--- config.mk ---
export PLATFORM = sky130hd
export DESIGN_NAME = ex_mem_stage
export DESIGN_NICKNAME = d
export VERILOG_FILES = /design/src/rtl/ex_mem_stage_pkg.sv /design/src/rtl/pipe_skid_buf.sv /design/src/rtl/ex_mem_stage.sv
export SDC_FILE = /design/constraint.sdc
export NUM_CORES = 1
export LEC_CHECK = 0
export ABC_CLOCK_PERIOD_IN_PS = 2000
export BUFFER_PORTS_ARGS = -buffer_cell sky130_fd_sc_hd__buf_2
export CORE_ASPECT_RATIO = 0.5
export CORE_UTILIZATION = 30
export DETAILED_ROUTE_END_ITERATION = 12
export GPL_ROUTABILITY_DRIVEN = 0
export GPL_TIMING_DRIVEN = 0
export MAX_ROUTING_LAYER = met4
export PLACE_DENSITY = 0.61
export SYNTH_ARGS = -nofsm -noshare
export SYNTH_HDL_FRONTEND = slang
export SYNTH_HIERARCHICAL = 1
export SYNTH_SLANG_ARGS = --single-unit
--- constraint.sdc ---
create_clock -name clk -period 2 [get_ports clk]
set_input_delay 0.1 -clock clk [delete_from_list [all_inputs] [get_ports clk]]
set_output_delay 0.1 -clock clk [all_outputs]
set_load 0.02 [all_outputs]
--- src/rtl/ex_mem_stage_pkg.sv ---
// Shared EX/MEM definitions: default widths, NOP/enable codes, payload struct and skid-buffer states.
package ex_mem_stage_pkg;

    localparam int unsigned DEF_XLEN      = 32;
    localparam int unsigned DEF_MADDR_W   = 32;
    localparam int unsigned DEF_REGADDR_W = 5;
    localparam int unsigned DEF_ALUOP_W   = 7;
    localparam int unsigned DEF_FUNCT3_W  = 3;

    localparam logic [DEF_ALUOP_W-1:0]   NOP           = '0;
    localparam logic [DEF_FUNCT3_W-1:0]  NOP_FUNCT3    = '0;
    localparam logic                     MEM_ENABLE    = 1'b1;
    localparam logic                     MEM_DISABLE   = 1'b0;
    localparam logic                     WRITE_ENABLE  = 1'b1;
    localparam logic                     WRITE_DISABLE = 1'b0;
    localparam logic [DEF_MADDR_W-1:0]   NOP_MEM       = '0;
    localparam logic [DEF_REGADDR_W-1:0] NOP_REG_ADDR  = '0;
    localparam logic [DEF_XLEN-1:0]      ZERO_WORD     = '0;

    typedef struct packed {
        logic [DEF_ALUOP_W-1:0]   aluop;
        logic [DEF_FUNCT3_W-1:0]  alufunct3;
        logic                     me;
        logic [DEF_MADDR_W-1:0]   maddr;
        logic                     wreg;
        logic [DEF_REGADDR_W-1:0] wd;
        logic [DEF_XLEN-1:0]      wdata;
    } ex_mem_payload_t;

    localparam int unsigned EX_MEM_PAYLOAD_W = $bits(ex_mem_payload_t);

    typedef enum logic [1:0] {
        SKID_EMPTY = 2'd0,
        SKID_ONE   = 2'd1,
        SKID_FULL  = 2'd2
    } skid_state_t;

endpackage

--- src/rtl/pipe_skid_buf.sv ---
// Generic 2-entry valid/ready skid buffer with registered up_ready; clr (and rst) empty it to CLR_VAL.
module pipe_skid_buf
    import ex_mem_stage_pkg::*;
#(
    parameter int unsigned W       = 8,
    parameter logic [W-1:0] CLR_VAL = '0
) (
    input  logic         clk,
    input  logic         rst,
    input  logic         clr,
    input  logic         up_valid,
    output logic         up_ready,
    input  logic [W-1:0] up_data,
    output logic         dn_valid,
    input  logic         dn_ready,
    output logic [W-1:0] dn_data
);

    skid_state_t  state_q, state_d;
    logic [W-1:0] skid_q;
    logic         accept, consume;
    logic         load_m, move_s, load_s, drain;

    assign accept  = up_valid && up_ready;
    assign consume = dn_valid && dn_ready;

    // Next state and register-load selects
    always_comb begin
        state_d = state_q;
        load_m  = 1'b0;
        move_s  = 1'b0;
        load_s  = 1'b0;
        drain   = 1'b0;
        case (state_q)
            SKID_EMPTY: begin
                if (accept) begin
                    state_d = SKID_ONE;
                    load_m  = 1'b1;
                end
            end
            SKID_ONE: begin
                if (accept && consume) begin
                    load_m = 1'b1;
                end else if (consume) begin
                    state_d = SKID_EMPTY;
                    drain   = 1'b1;
                end else if (accept) begin
                    state_d = SKID_FULL;
                    load_s  = 1'b1;
                end
            end
            SKID_FULL: begin
                if (consume) begin
                    state_d = SKID_ONE;
                    move_s  = 1'b1;
                end
            end
            default: state_d = SKID_EMPTY;
        endcase
    end

    // A drained output register returns to CLR_VAL so no stale payload is presented
    always_ff @(posedge clk) begin
        if (rst || clr) begin
            state_q  <= SKID_EMPTY;
            dn_valid <= 1'b0;
            up_ready <= 1'b1;
            dn_data  <= CLR_VAL;
            skid_q   <= CLR_VAL;
        end else begin
            state_q  <= state_d;
            dn_valid <= (state_d != SKID_EMPTY);
            up_ready <= (state_d != SKID_FULL);
            if (load_m) begin
                dn_data <= up_data;
            end else if (move_s) begin
                dn_data <= skid_q;
            end else if (drain) begin
                dn_data <= CLR_VAL;
            end
            if (load_s) begin
                skid_q <= up_data;
            end
        end
    end

endmodule

--- src/rtl/ex_mem_stage.sv ---
// EX->MEM pipeline boundary with valid/ready skid buffering, flush squash and data-RAM chip enable.
// Optional stall counter output stall_cnt when EX_MEM_PERF_EN is defined.
module ex_mem_stage
    import ex_mem_stage_pkg::*;
#(
    parameter int unsigned XLEN      = DEF_XLEN,
    parameter int unsigned MADDR_W   = DEF_MADDR_W,
    parameter int unsigned REGADDR_W = DEF_REGADDR_W,
    parameter int unsigned ALUOP_W   = DEF_ALUOP_W,
    parameter int unsigned FUNCT3_W  = DEF_FUNCT3_W
) (
    input  logic                 clk,
    input  logic                 rst,
    input  logic                 flush,
    output logic                 ce,
    input  logic                 ex_valid,
    output logic                 ex_ready,
    input  logic [ALUOP_W-1:0]   ex_aluop,
    input  logic [FUNCT3_W-1:0]  ex_alufunct3,
    input  logic                 ex_me,
    input  logic [MADDR_W-1:0]   ex_maddr,
    input  logic                 ex_wreg,
    input  logic [REGADDR_W-1:0] ex_wd,
    input  logic [XLEN-1:0]      ex_wdata,
    output logic                 mem_valid,
    input  logic                 mem_ready,
    output logic [ALUOP_W-1:0]   mem_aluop,
    output logic [FUNCT3_W-1:0]  mem_alufunct3,
    output logic                 mem_me,
    output logic [MADDR_W-1:0]   mem_maddr,
    output logic                 mem_wreg,
    output logic [REGADDR_W-1:0] mem_wd,
`ifdef EX_MEM_PERF_EN
    output logic [31:0]          stall_cnt,
`endif
    output logic [XLEN-1:0]      mem_wdata
);

    localparam int unsigned PAYLOAD_W = ALUOP_W + FUNCT3_W + 1 + MADDR_W + 1 + REGADDR_W + XLEN;

    // Empty/flushed entries carry the NOP encoding, which also keeps me/wreg disabled when invalid
    localparam logic [PAYLOAD_W-1:0] NOP_PAYLOAD = {
        ALUOP_W'(NOP), FUNCT3_W'(NOP_FUNCT3), MEM_DISABLE, MADDR_W'(NOP_MEM),
        WRITE_DISABLE, REGADDR_W'(NOP_REG_ADDR), XLEN'(ZERO_WORD)
    };

    logic [PAYLOAD_W-1:0] ex_payload;
    logic [PAYLOAD_W-1:0] mem_payload;

    assign ex_payload = {ex_aluop, ex_alufunct3, ex_me, ex_maddr, ex_wreg, ex_wd, ex_wdata};
    assign {mem_aluop, mem_alufunct3, mem_me, mem_maddr, mem_wreg, mem_wd, mem_wdata} = mem_payload;

    pipe_skid_buf #(
        .W       (PAYLOAD_W),
        .CLR_VAL (NOP_PAYLOAD)
    ) u_skid (
        .clk      (clk),
        .rst      (rst),
        .clr      (flush),
        .up_valid (ex_valid),
        .up_ready (ex_ready),
        .up_data  (ex_payload),
        .dn_valid (mem_valid),
        .dn_ready (mem_ready),
        .dn_data  (mem_payload)
    );

    always_ff @(posedge clk) begin
        ce <= !rst;
    end

`ifdef EX_MEM_PERF_EN
    // Cycles MEM holds off a valid entry; only rst clears it
    always_ff @(posedge clk) begin
        if (rst) begin
            stall_cnt <= '0;
        end else if (mem_valid && !mem_ready && (stall_cnt != 32'hFFFF_FFFF)) begin
            stall_cnt <= stall_cnt + 32'd1;
        end
    end
`endif

endmodule

==> impl_metrics.env, run 1 <==
export IMPL_drive_above_1_share_pct=35.0
export IMPL_syn_nets=881
export IMPL_post_route_period_util_pct=93.3
export IMPL_grt_pass1_wl_mm=40.5
export IMPL_yosysTopAreaCellShare_pct=42.7
export IMPL_slew_headroom_pct=48.9
export IMPL_reg2reg_to="u_skid/skid_q[2]$_SDFFE_PP0P_"
export IMPL_r2r_start="u_skid/state_q[1]$_SDFF_PP0_"
export IMPL_vias=7713
export IMPL_maxCapViolCount=0
export IMPL_hp_class="input port to register"
export IMPL_worstSetupEndpointType="register"
export IMPL_multi_input_area_um2=3730
export IMPL_drc=0
export IMPL_grt_max_degree=17
export IMPL_start_util_pct=30.8
export IMPL_hold_path_depth=4
export IMPL_hold_ws_ns=0.110
export IMPL_hold_viol_final=0
export IMPL_rows=41
export IMPL_cts_root_buf="clkbuf_16"
export IMPL_vias_per_cell=5.41
export IMPL_dr_pass1_iters=7
export IMPL_yosysMostFrequentCell="dfxtp_1"
export IMPL_core_area_um2=25400
export IMPL_ys_ff_latch=167
export IMPL_routed_wl_mm=26.4
export IMPL_postSynth_asyncResetShare_pct=0
export IMPL_dieHeight_um=116
export IMPL_synth_top_area_cell="dfxtp_1"
export IMPL_seq_area_frac_synth_pct=42.7
export IMPL_crit_type="input port to register"
export IMPL_reg2reg_setup_slack_ns=0.17
export IMPL_synthTopCellsByArea="dfxtp_1 43%, a211oi_2 13%, a32oi_1 9.1%, a211oi_1 8.0%, a21oi_1 5.2%"
export IMPL_die_width_um=230
export IMPL_place_inst=1308
export IMPL_fmax_mhz=536
export IMPL_io_pins=170
export IMPL_power_density_nw_per_um2=785
export IMPL_rsz0062_at_grt="false"
export IMPL_maxSlewViolCount=0
export IMPL_synth_distinct_cells=31
export IMPL_mappedNetlistArea_um2=7830
export IMPL_p_leak_nw=3.72
export IMPL_fillers=2449
export IMPL_peakVddDrop_mv=0.477
export IMPL_final_cells=1425
export IMPL_drt_iter0_drc=553
export IMPL_cts_buffer_depth=2
export IMPL_avgSynthCellArea_um2=9.84
export IMPL_antenna_found_initial=1
export IMPL_synth_edff_count=0
export IMPL_grt_use_total_pct=19.7
export IMPL_clk_insertion_delay_late_ns=0.43
export IMPL_finalSetupViolations=0
export IMPL_cts_num_sinks=167
export IMPL_grt_overflow=0
export IMPL_worstPathRequired_ns=2.27
export IMPL_path_clk_slew_ns=0.06
export IMPL_fin_skew_ns=0.0102
export IMPL_status="finished clean"
export IMPL_min_to="u_skid/dn_valid$_SDFF_PP0_"
export IMPL_port_buffers=169
export IMPL_start_kind="input port"
export IMPL_cts_buffers=17
export IMPL_postLayoutCoreUtil_pct=41.4
export IMPL_htree_levels=4
export IMPL_synthTopCellsByCount="167 x dfxtp_1, 83 x a211oi_1, 82 x a21oi_1, 81 x a32oi_1, 81 x nand3_1"
export IMPL_path_max_fanout=10
export IMPL_min_period_ns=1.87
export IMPL_cts_tree="done"
export IMPL_cts_repair_resized=0
export IMPL_wl_per_cell_um=18.5
export IMPL_syn_inst=795
export IMPL_syn_to_final_growth_pct=34.5
export IMPL_dieArea_um2=26800
export IMPL_hold_start="ex_valid"
export IMPL_r2r_cells=5
export IMPL_final_nets=1151
export IMPL_grt_pass1_vias=7611
export IMPL_dpl_hpwl_mm=18.1
export IMPL_critPathArrivalTime_ns=2.14
export IMPL_yosys_warnings=6
export IMPL_synth_ff_type="dfxtp_1"
export IMPL_ant_nets=0
export IMPL_fin_tns_setup_ns=0
export IMPL_worst_slew_pin_slew_ns=0.767
export IMPL_seqCellArea_um2=3340
metrics by stage:
stage | power (W) | setup slack [ns] | instance area (um^2)
2_1_floorplan | 0.00442 | 0.458 | 7830
3_3_place_gp | 0.00482 | 0.261 | 9100
3_5_place_dp | 0.00484 | 0.219 | 9100
4_1_cts | 0.00830 | 0.124 | 10500
5_1_grt | 0.00855 | 0.00241 | 10500
6_report | 0.00826 | 0.133 | 10500
sequential cells by signal, indices dropped and copies added, names as in the netlist:
| signal | count |
|---|---|
| u_skid/state_q | 2 |
| u_skid/skid_q | 81 |
| u_skid/up_ready | 1 |
| ce | 1 |
| u_skid/dn_data | 81 |
| u_skid/dn_valid | 1 |
worst max-delay path: stages:
cell and delay (ns):
dlygate4sd3_1 0.51, buf_2 0.10, or2_1 0.12, buf_2 0.14
clkbuf_1 0.45, clkbuf_1 0.65, a211oi_2 0.06
per-layer routing:
metal  wire [um]  track usage [%]  vias to the layer above  share of wire [%]
met5           0                -                        -                  0
met4         813             8.30                        0                3.1
met3        1120             3.61                       52                4.2
met2       12600             32.4                      217                 48
met1       11800             24.0                     3755                 45
li1            -                -                     3689                  -
report_power, final:
group | leakage (nW) | internal [W] | switching, W
registers | 1.35 | 0.00342 | 0.0000536
clock network | 0.287 | 0.00192 | 0.00143
logic | 2.08 | 0.000570 | 0.000868
total | 3.72 | 0.00591 | 0.00235
area by class of cell:
| type | count | area share [%] |
|---|---|---|
| inverter | 2 | 0.0713 |
| clock buffer | 19 | 4.30 |
| tap | 344 | 4.09 |
| antenna | 3 | 0.0713 |
| multi-input combinational | 507 | 35.5 |
| timing repair buffer | 251 | 15.8 |
| buffer | 119 | 7.03 |
| clock inverter | 13 | 1.34 |
| sequential | 167 | 31.8 |
cells in the final DEF, fill, tap and decap left out, types with 2 or more instances in the layout:
cell type	synthesis	final
buf_2	75	244
clkbuf_16	0	17
bufinv_16	0	2
clkinv_2	0	3
o21ai_0	11	11
o21ai_1	70	70
clkbuf_1	26	26
a21boi_0	3	3
inv_6	0	4
nand3_1	81	81
clkbuf_8	0	2
a32oi_1	81	81
diode_2	0	3
buf_12	9	9
clkinvlp_4	0	3
dfxtp_1	167	167
inv_1	2	2
buf_6	5	5
a211oi_2	80	80
a21oi_1	82	82
a211oi_1	83	83
buf_4	4	4
dlygate4sd3_1	0	82
worst max-delay path by stage:
stage / cells past startpoint / to / startpoint
2_1_floorplan: 6 / u_skid/dn_data[57]$_SDFFE_PP0P_ / u_skid/up_ready$_SDFF_PP1_
3_3_place_gp: 6 / u_skid/dn_data[0]$_SDFFE_PP0P_ / rst
3_5_place_dp: 5 / u_skid/skid_q[2]$_SDFFE_PP0P_ / u_skid/state_q[1]$_SDFF_PP0_
4_1_cts: 7 / u_skid/dn_data[11]$_SDFFE_PP0P_ / rst
5_1_grt: 7 / u_skid/dn_data[73]$_SDFFE_PP0P_ / rst
6_report: 7 / u_skid/dn_data[29]$_SDFFE_PP0P_ / rst
what timing repair did:
item / CTS / global route
buffers inserted: 0 / 0
hold buffers: 82 / 0
endpoints found under the hold margin: 82 / 0
cell families (layout without fill, tap and decap cells):
family / Yosys count / after routing / share of synthesized area (%)
XOR/XNOR: 1 / 1 / 0.352
buffers and inverters: 121 / 404 / 9.55
flip-flops: 167 / 167 / 42.7
AO/OA/AOI/OAI: 414 / 414 / 41.1
other: 0 / 3 / 0
AND/OR/NAND/NOR: 92 / 92 / 6.32
(Power assumes the default switching activity.)
==> run 2, diff against run 1 <==
--- a/config.mk
+++ b/config.mk
@@ -13,8 +13,7 @@
 export GPL_ROUTABILITY_DRIVEN = 0
 export GPL_TIMING_DRIVEN = 0
 export MAX_ROUTING_LAYER = met4
-export PLACE_DENSITY = 0.61
+export PLACE_DENSITY = 0.62
 export SYNTH_ARGS = -nofsm -noshare
 export SYNTH_HDL_FRONTEND = slang
-export SYNTH_HIERARCHICAL = 1
 export SYNTH_SLANG_ARGS = --single-unit
==> impl_metrics.env, run 2 <==
export IMPL_status="finished clean"
export IMPL_clk_insertion_delay_late_ns=0.44
export IMPL_avgSynthCellArea_um2=8.82
export IMPL_cts_buffer_depth=2
export IMPL_slowest_delay_ns=0.48
export IMPL_grt_pass1_wl_mm=39.6
export IMPL_post_route_period_util_pct=95.8
export IMPL_maxSlewViolCount=0
export IMPL_htree_levels=4
export IMPL_syn_to_final_growth_pct=38.7
export IMPL_cts_root_buf="clkbuf_16"
export IMPL_crit_slowest_cell="dfxtp_1"
export IMPL_min_period_ns=1.92
export IMPL_dr_pass1_iters=5
export IMPL_rows=39
export IMPL_maxCapViolCount=0
export IMPL_synth_edff_count=0
export IMPL_drive_above_1_share_pct=22.9
export IMPL_seq_area_frac_synth_pct=47.9
export IMPL_synth_ff_type="dfxtp_1"
export IMPL_cp_startpoint="u_skid.state_q[0]$_SDFF_PP0_"
export IMPL_crit_chain="and4b_1 -> buf_2 -> buf_2 -> clkbuf_2 -> o41ai_1 -> a21oi_1"
export IMPL_vias=7832
export IMPL_start_util_pct=30.6
export IMPL_synthTopCellsByCount="167 x dfxtp_1, 139 x a21oi_1, 89 x clkbuf_1, 82 x nand3_1, 82 x o21ai_0"
export IMPL_crit_type="register to register"
export IMPL_routed_wl_mm=26.5
export IMPL_largestRegisters="u_skid.dn_data (81), u_skid.skid_q (81), u_skid.state_q (2)"
export IMPL_highest_layer="met4"
export IMPL_hold_path_depth=4
export IMPL_cp_common_cell="buf_2"
export IMPL_path_buf_inv=3
export IMPL_grt_use_total_pct=22.1
export IMPL_path_max_fanout=10
export IMPL_ys_ff_latch=167
export IMPL_syn_nets=877
export IMPL_wl_per_cell_um=19.1
export IMPL_yosys_warnings=0
export IMPL_critPathArrivalTime_ns=2.23
export IMPL_hold_viol_final=0
export IMPL_fmax_mhz=522
export IMPL_peakVddDrop_mv=0.462
export IMPL_grt_pass1_vias=7257
export IMPL_grt_max_degree=17
export IMPL_final_area_um2=9680
export IMPL_fillers=2268
export IMPL_yosysMostFrequentCell="dfxtp_1"
export IMPL_wl_met3_mm=1.69
export IMPL_worstPathRequired_ns=2.31
export IMPL_ant_nets=0
export IMPL_final_nets=1147
export IMPL_worstSetupEndpointType="register"
export IMPL_cp_depth=6
export IMPL_mappedNetlistArea_um2=6980
export IMPL_synth_top_area_cell="dfxtp_1"
export IMPL_yosysTopAreaCellShare_pct=47.9
export IMPL_vias_per_cell=5.66
export IMPL_power_density_nw_per_um2=811
export IMPL_r2r_cells=6
export IMPL_fin_skew_ns=0.0131
export IMPL_grt_overflow=0
export IMPL_worst_slack_ns=0.0831
export IMPL_wl_met2_mm=12.2
export IMPL_start_kind="register"
export IMPL_r2r_start="u_skid.state_q[0]$_SDFF_PP0_"
export IMPL_crit_family="buffers and inverters"
export IMPL_core_area_um2=22800
export IMPL_slew_headroom_pct=48.5
export IMPL_synthTopCellsByArea="dfxtp_1 48%, a21oi_1 10%, a32oi_1 7.2%, o41ai_1 7.2%, nand3_1 5.9%"
export IMPL_cts_num_sinks=167
export IMPL_p_leak_nw=3.56
export IMPL_dpl_hpwl_mm=18.1
export IMPL_dieHeight_um=110
export IMPL_dieArea_um2=23900
export IMPL_cts_buffers=17
export IMPL_path_clk_slew_ns=0.06
export IMPL_post_place_ws_ns=-0.102
export IMPL_finalSetupViolations=0
export IMPL_m1WireLength_mm=11.8
export IMPL_hold_start="ex_valid"
export IMPL_final_common_cell="buf_2"
export IMPL_io_pins=170
export IMPL_syn_inst=791
export IMPL_hp_class="input port to register"
export IMPL_dpl_cell_area_um2=8210
export IMPL_die_width_um=218
export IMPL_worst_slew_pin_slew_ns=0.770
export IMPL_synth_distinct_cells=31
export IMPL_postSynth_asyncResetShare_pct=0
export IMPL_port_buffers=169
export IMPL_cts_tree="done"
export IMPL_mostFrequentLayoutCells="181 x buf_2, 166 x dfxtp_1, 139 x a21oi_1"
export IMPL_antenna_found_initial=2
export IMPL_finalPower_w=0.00785
export IMPL_drt_iter0_drc=747
export IMPL_drc=0
export IMPL_reg2reg_setup_slack_ns=0.08
## run 2: changes by cell type in the layout (fill, tap and decap cells not counted), moves of 24 or more
cell      change
a211oi_1     -83
a211oi_2     -80
a21oi_1      +57
a32oi_1      -24
buf_2        -63
clkbuf_1     +48
nor4_1       +24
o21ai_0      +71
o21ai_1      -70
o32ai_1      +24
o41ai_1      +55
## run 2: per-stage QoR
step	instances	setup TNS, ns	hold WS (ns)	utilization [%]
after CTS	1380	0	0.155	42.1
after global placement	1267	-0.893	0.274	36.0
after global routing	1383	-0.00474	0.175	42.4
final	1384	0	0.171	42.4
after floorplan	791	0	0.157	-
after detailed placement	1267	-1.62	0.278	36.0
## run 2: path summary, 6_finish.rpt
kind	endpoint
worst max-delay path	u_skid.dn_data[52]$_SDFFE_PP0P_
worst min register to register	u_skid.skid_q[63]$_SDFFE_PP0P_
worst max register to register	u_skid.dn_data[52]$_SDFFE_PP0P_
worst min-delay path	u_skid.dn_valid$_SDFF_PP0_
## run 2: kinds of logic after synthesis
group                  share of synthesized area, %
and+or+nand+nor                                11.5
buffers and inverters                          6.69
AOI/OAI and AO/OA                              33.7
muxes                                         0.143
DFF                                            47.9
## run 2: final cells by class
type | instances | area [um^2] | share of cell area, %
timing repair buffer | 253 | 1680 | 17.4
clock buffer | 25 | 515 | 5.33
clock inverter | 7 | 66.3 | 0.685
multi-input combinational | 512 | 3190 | 33.0
sequential | 167 | 3340 | 34.6
tap | 307 | 384 | 3.97
antenna | 3 | 7.51 | 0.0776
inverter | 1 | 3.75 | 0.0388
buffer | 109 | 485 | 5.02
## run 2: worst min-delay path: stages
cell and delay (ns):
buf_2 0.13, nand2_1 0.12, a21o_1 0.14, a21oi_1 0.06
## run 2: layer usage
layer,vias to the layer above,GRT usage [%]
met5,-,-
met4,0,9.15
met1,3814,27.8
met3,64,5.70
li1,3668,-
met2,286,33.8
## run 2: power breakdown
part	total (W)	internal (W)	leakage, nW	switching [W]
logic	0.00109	0.000441	1.92	0.000650
clock network	0.00328	0.00191	0.289	0.00137
registers	0.00348	0.00343	1.36	0.0000583
total	0.00785	0.00577	3.56	0.00208
## run 2: what timing repair did
action                                  in CTS  in global routing
hold buffers                                82                  0
pin swaps                                    0                  0
gates resized for setup                      4                 36
endpoints found under the setup margin      30                144
hold endpoints to repair                    89                  0
buffers inserted                             0                  2
